[src/rtl/fcc_req_packer.sv]
// fcc_req_packer: packs nine 32-bit host words into one 264-bit NAND request for
// the FCC request FIFO, optionally stamping an auto-incrementing command ID.
module fcc_req_packer #(
    parameter int          WORDS   = 9,
    parameter bit          AUTO_ID = 1'b1,
    parameter logic [15:0] ID_INIT = 16'h0000
) (
    input  logic         clk,
    input  logic         rst,
    input  logic         s_req_valid,
    output logic         s_req_ready,
    input  logic [31:0]  s_req_data,
    input  logic         s_req_last,
    output logic         o_req_valid,
    input  logic         i_req_ready,
    output logic [263:0] o_req_data,
    output logic [31:0]  o_req_cnt,
    output logic [15:0]  o_err_cnt,
    output logic         o_busy
);
    // state   | meaning
    // COLLECT | storing host words into slots, idx = next slot
    // SEND    | request held on o_req_* until the FIFO takes it
    // DISCARD | tail of an over-long frame, dropped up to s_req_last
    typedef enum logic [1:0] {COLLECT, SEND, DISCARD} state_t;

    localparam logic [3:0] LAST_IDX = 4'(WORDS - 1);

    state_t          state, state_next;
    logic [3:0]      idx, idx_next;
    logic [7:0][31:0] slots;
    logic [15:0]     id_cnt;
    logic [263:0]    frame;
    logic            word_fire, req_fire;
    logic            store, latch, drop;

    assign s_req_ready = (state != SEND);
    assign word_fire   = s_req_valid & s_req_ready;
    assign req_fire    = o_req_valid & i_req_ready;
    assign o_busy      = (state != COLLECT) | (idx != 4'd0);

    always_ff @(posedge clk) begin
        if (rst) begin
            state <= COLLECT;
            idx   <= 4'd0;
        end else begin
            state <= state_next;
            idx   <= idx_next;
        end
    end

    always_comb begin
        state_next = state;
        idx_next   = idx;
        store      = 1'b0;
        latch      = 1'b0;
        drop       = 1'b0;
        case (state)
            COLLECT: begin
                if (word_fire) begin
                    if (idx == LAST_IDX) begin
                        idx_next = 4'd0;
                        if (s_req_last) begin
                            latch      = 1'b1;
                            state_next = SEND;
                        end else begin
                            drop       = 1'b1;
                            state_next = DISCARD;
                        end
                    end else if (s_req_last) begin
                        drop     = 1'b1;
                        idx_next = 4'd0;
                    end else begin
                        store    = 1'b1;
                        idx_next = idx + 4'd1;
                    end
                end
            end
            SEND: begin
                if (req_fire) state_next = COLLECT;
            end
            DISCARD: begin
                if (word_fire && s_req_last) state_next = COLLECT;
            end
            default: state_next = COLLECT;
        endcase
    end

    // The final word is taken straight off the bus; only its low byte is kept.
    always_comb begin
        frame = {s_req_data[7:0], slots};
        if (AUTO_ID) frame[31:16] = id_cnt;
    end

    always_ff @(posedge clk) begin
        if (rst) begin
            slots       <= '0;
            o_req_valid <= 1'b0;
            o_req_data  <= '0;
            o_req_cnt   <= 32'd0;
            o_err_cnt   <= 16'd0;
            id_cnt      <= ID_INIT;
        end else begin
            if (store) slots[idx[2:0]] <= s_req_data;
            if (latch) begin
                o_req_data  <= frame;
                o_req_valid <= 1'b1;
            end else if (req_fire) begin
                o_req_valid <= 1'b0;
            end
            if (req_fire) begin
                o_req_cnt <= o_req_cnt + 32'd1;
                if (AUTO_ID) id_cnt <= id_cnt + 16'd1;
            end
            if (drop && (o_err_cnt != 16'hFFFF)) o_err_cnt <= o_err_cnt + 16'd1;
        end
    end
endmodule

[config.mk]
export PLATFORM = sky130hd
export DESIGN_NAME = fcc_req_packer
export DESIGN_NICKNAME = d
export VERILOG_FILES = /design/src/rtl/fcc_req_packer.sv
export SDC_FILE = /design/constraint.sdc
export NUM_CORES = 1
export LEC_CHECK = 0
export CAP_MARGIN = 25
export CELL_PAD_IN_SITES_DETAIL_PLACEMENT = 0
export CELL_PAD_IN_SITES_GLOBAL_PLACEMENT = 1
export CORE_ASPECT_RATIO = 1.4
export CORE_UTILIZATION = 39
export DETAILED_ROUTE_END_ITERATION = 8
export PLACE_DENSITY = 0.75
export SYNTH_ARGS = -nofsm -noshare
export SYNTH_HDL_FRONTEND = slang
export SYNTH_SLANG_ARGS = --single-unit
[constraint.sdc]
create_clock -name clk -period 2.85 [get_ports clk]
set_input_delay 0.285 -clock clk [delete_from_list [all_inputs] [get_ports clk]]
set_output_delay 0.285 -clock clk [all_outputs]
set_load 0.03 [all_outputs]
**Word level (Yosys, flattened, before mapping)**

Cells that the tools add are included.

- Flip-flop bits (word level): 591
- Input bits: 37
- Output and inout bits: 315
- Word-level logic and storage cells: 66

- $add $sub $neg: 4
- Magnitude comparators: 2
- Equality and inequality tests: 9
- Multiplexer cells: 24
- Bitwise logic cells: 3
- Reduce and logical (&&, ||, !) cells: 9

Operators by type and width:

| operator | count |
|---|---|
| $bwmux 256 | 1 |
| $demux 32 s3 | 1 |
| $add 16x1->16 const B | 2 |
| $add 32x1->32 const B | 1 |
| $mux 32 | 1 |
| $ne 16x16->1 const B | 1 |
| $mux 1 | 13 |
| $mux 2 | 5 |
| $mux 4 | 2 |
| $ne 2x2->1 const B | 4 |
| $pmux 2 s3 | 1 |
| $add 4x1->4 const B | 1 |
| $eq 4x4->1 const B | 1 |
| $lt 3x4->1 const B | 1 |
| $reduce_and 4->1 | 1 |
| $reduce_bool 2->1 | 2 |
| $reduce_bool 4->1 | 1 |
| $ge 3x1->1 const B | 1 |
| $logic_and 1x1->1 | 3 |
| $and 1x1->1 | 2 |
| $eq 2x1->1 const B | 1 |
| $eq 2x2->1 const B | 1 |
| $logic_not 2->1 | 1 |
| $ne 2x1->1 const B | 1 |
| other kinds (2) | 2 |

**Depth between registers and ports, before layout**

- Depth after elaboration: 5
- Gate-level depth with buffers: 12
- Mapped depth without buffers: 9

**Least setup slack after synthesis**

No wires, ideal clock.

- Path kind: register -> register
- Start point: register idx[1]
- End point: register o_err_cnt[14]
- Setup time: 0.070 ns
- Data arrival time: 2.445 ns
- Required time: 2.780 ns
- Path slack: 0.335 ns
- Stages on the path, launching flop included: 11
- Buffers on the path: 1
- Period minus slack after synthesis: 2.515 ns
- Cells stage by stage: dfxtp_1 clkbuf_1 inv_1 ha_1 and3b_1 inv_1 ha_1 and4bb_2 nand4_1 or4_1 a21oi_1

- Cells in the longest elaborated chain, start to end: 5

RTL lines:

| element | line | text |
|---|---|---|
| from (decl) | 30 | `logic [3:0] idx, idx_next;` |
| from (signal assigned) | 48 | `idx <= idx_next;` |
| $eq 4x4->1 | 61 | `if (idx == LAST_IDX) begin` |
| $mux 1 | 61 |  |
| $mux 1 | 60 | `if (word_fire) begin` |
| $mux 1 | 58 | `case (state)` |
| $logic_and 1x1->1 | 115 | `if (drop && (o_err_cnt != 16'hFFFF)) o_err_cnt <= o_err_cnt + 16'd1;` |
| to (signal assigned) | 115 |  |
| to (decl) | 18 | `output logic [15:0] o_err_cnt,` |

Every way passes these cells.
A chain may end at the register's enable or synchronous reset.

**Final worst setup path**

Ends and elaborated chain as after synthesis.

==> results by group <==
Timing
  – Max Slew Vio Count: 0
  – Slew Limit Headroom: 33.81%
  – Highest clock rate: 383.4 MHz
  – Slack of the critical path: 0.2420 ns
  – Worst Clk Skew: 0.01438 ns
  – Tmin final: 2.608 ns
  – Unrepaired setup endpoints after global routing: false
  – Hold Vio Cnt, Final: 0
  – Tcrit/Tclk final: 91.51%
  – Final setup TNS: 0 ns
  – Tightest Pin Transition: 0.9898 ns
  – Endpoints failing setup: 0

Drt
  – DR vias: 17.82k
  – Residual DRC: 0
  – Via density per instance: 5.020
  – First DRT Iteration DRCs: 980
  – Post-route ant nets: 0
  – DR WL/cell: 17.89 um
  – DRT Pass-1 Iters: 7
  – Final wirelength: 63520 um

Finish
  – FF/Latch Area: 11510 um^2
  – Area Growth Syn to Fin: 29.49%
  – Most frequent cells in the layout: nand2_1, dfxtp_1, a21oi_1
  – Area of the multi-input gates: 8459 um^2
  – Final core occ: 51.38%
  – Final std cells w/o fill: 3550
  – Fill cell count: 5083
  – Ant diodes: 0
  – Fraction of layout cells with a size suffix above 1: 5.769%
  – Layout net count: 2841
  – Most common cell after layout, fill and taps aside: nand2_1

Worst setup path
  – Cell count along the critical path: 9
  – Highest net fanout along the worst path: 8
  – Startpoint types: register
  – Worst EP arrival: 3.14 ns
  – Largest delay share family, worst path: simple AND/OR/NAND/NOR gates
  – CP cell instances: inv_1, ha_1, and3b_1, inv_1, ha_1, and4bb_2, nand4_1, or4_1, a21oi_1
  – Crit-path slowest cell: or4_1
  – Crit path buffers/inverters: 2
  – RR Startpoint: idx[1]$_SDFFE_PP0P_
  – Worst EP required: 3.38 ns
  – Worst setup endpoint: o_err_cnt[14]$_SDFFE_PP0P_
  – Crit path launch: idx[1]$_SDFFE_PP0P_
  – Flop-to-flop setup slack: 0.24 ns
  – Slowest cell delay on critical path: 0.58 ns
  – CP Capture Type: register
  – Reg2reg path depth: 9
  – Worst reg2reg path endpoint: o_err_cnt[14]$_SDFFE_PP0P_
  – Setup Crit Path Kind: register to register

Global routing
  – Grt met3 use: 5.958%
  – Global route overflow: 0
  – GR Util met2: 38.95%
  – Initial antenna violation count: 0
  – First-pass GRT wire length: 97530 um
  – GR peak layer: met2
  – Global-route usage over all layers: 23.21%
  – Number of global-route vias before repair: 16.83k
  – Pin count of the biggest net entering global routing: 111
  – GRT met1 Usage: 28.54%

Yosys
  – Synth Cell Area: 20790 um^2
  – Post-synth cell types: 44
  – Post-synthesis sequential area ratio: 55.36%
  – Syn Area/Cell: 8.218 um^2
  – Post-synth EDFFs: 0
  – Synth async-reset ratio: 0%
  – Mapped Cells: 2530
  – Synthesis Warnings: 0
  – #FFs+latches synth: 575
  – Mapped Nets: 2573
  – Top FF cell, synth: dfxtp_1

Clocking
  – Clk_lat worst skew: 0.60 ns
  – Clock Sinks: 575
  – TritonCTS clock tree: yes
  – H-tree depth: 2
  – Cts hold-fix bufs: 0
  – Clk root buf: clkbuf_16
  – CTS resizes: 0
  – CTS Buf Count: 55
  – Clock Tree Buf Depth: 3
  – Clk slew on worst S/H paths: 0.06 ns
  – Post-CTS setup buffers: 0

Floorplanning
  – Io pins: 352
  – Die Width: 197.1 um
  – Cell Rows: 99
  – Initial core utilization: 39.68%
  – Die Y: 275.2 um
  – Die area: 54250 um^2
  – Core ar.: 52400 um^2

Run status
  – Outcome: completed

Placement
  – DPL Wire Length: 41990 um
  – Worst slack, placed: 0.1947 ns
  – Placed cell count: 3448
  – Final GP Congestion: 0.7996
  – IO buf count: 351

Power and ir drop
  – P_leak: 9.227 nW
  – Pwr/cell area: 594.9 nW/um^2
  – Max rail drop VDD: 571.7 uV

Flow run
  – Max-Cap Viols: 0

Worst hold path
  – Min-Delay Path Class: input port to register
[routing by layer]
layer / vias to the layer above / share of wire [%]
met5: - / 0
met4: 0 / 3.5
met3: 99 / 7.4
met2: 502 / 48
met1: 8374 / 41
li1: 8847 / -
[stage by stage]
stage / area (um^2) / hold slack [ns] / power [mW]
after floorplan: 20790 / 0.3987 / 8.477
after global placement: 25060 / 0.4367 / 8.732
after detailed placement: 25060 / 0.4438 / 8.737
after CTS: 26920 / 0.1026 / 16.23
after global routing: 26920 / 0.1267 / 16.56
final: 26920 / 0.09966 / 16.02
[cell usage after synthesis (9+ instances only)]
cell | count | area share [%]
inv_1 | 15 | 0.27
clkbuf_1 | 132 | 2.4
xnor2_1 | 10 | 0.42
a21oi_1 | 462 | 11
o31ai_1 | 24 | 0.87
or3_1 | 9 | 0.27
xor2_1 | 14 | 0.59
dfxtp_1 | 575 | 55
or4_1 | 26 | 0.94
nand3_1 | 21 | 0.51
nand2_1 | 876 | 16
buf_2 | 55 | 1.3
nand4_1 | 22 | 0.66
nor2_1 | 115 | 2.1
mux2i_1 | 81 | 3.9
[kinds of logic (layout without fill, tap and decap cells)]
group	count (synthesis)	count (layout)	synth area share (%)
AND/OR/NAND/NOR	1126	1126	22.33
buffers and inverters	211	524	4.267
AO/OA/AOI/OAI	502	502	12.50
multiplexers	86	86	4.170
XOR/XNOR	24	24	1.011
adder cells (fa/ha/maj)	6	6	0.3611
flip-flops	575	575	55.36
[worst reg2reg max path, cell delays in order, from the launching register on]
cell      delay (ns)
dfxtp_1         0.32
inv_1           0.11
ha_1            0.19
and3b_1         0.29
inv_1           0.07
ha_1            0.29
and4bb_2        0.29
nand4_1         0.27
or4_1           0.58
a21oi_1         0.14
[worst min path at each step]
stage / start / to / slack, ns / depth (start not counted)
floorplan: s_req_last / state[1]$_SDFFE_PP0P_ / 0.40 / 1
global placement: frame[226]$_SDFFE_PP0P_ / o_req_data[226]$_SDFFE_PP0P_ / 0.44 / 2
CTS: rst / frame[5]$_SDFFE_PP0P_ / 0.10 / 2
detailed placement: frame[41]$_SDFFE_PP0P_ / o_req_data[41]$_SDFFE_PP0P_ / 0.44 / 2
finish: rst / frame[5]$_SDFFE_PP0P_ / 0.1 / 2
global route: rst / frame[5]$_SDFFE_PP0P_ / 0.13 / 2
[flip-flops by register name, indices dropped and copies added (netlist names)]
name / flops
frame: 240
idx: 4
o_req_valid: 1
o_err_cnt: 16
o_req_data: 264
o_req_cnt: 32
state: 2
id_cnt: 16
[final cells by class]
cell class / instances / area share, %
sequential: 575 / 42.75
multi-input combinational: 1744 / 31.42
timing repair buffer: 407 / 15.42
clock buffer: 89 / 6.334
tap: 707 / 3.286
clock inverter: 13 / 0.5763
inverter: 15 / 0.2091
[report_power, final]
part           switching (mW)  internal (mW)  total [mW]
combinational           0.351          0.126       0.476
clock                    3.11           4.35        7.46
sequential             0.0146           8.06        8.08
total                    3.48           12.5        16.0
(Power assumes the default switching activity.)
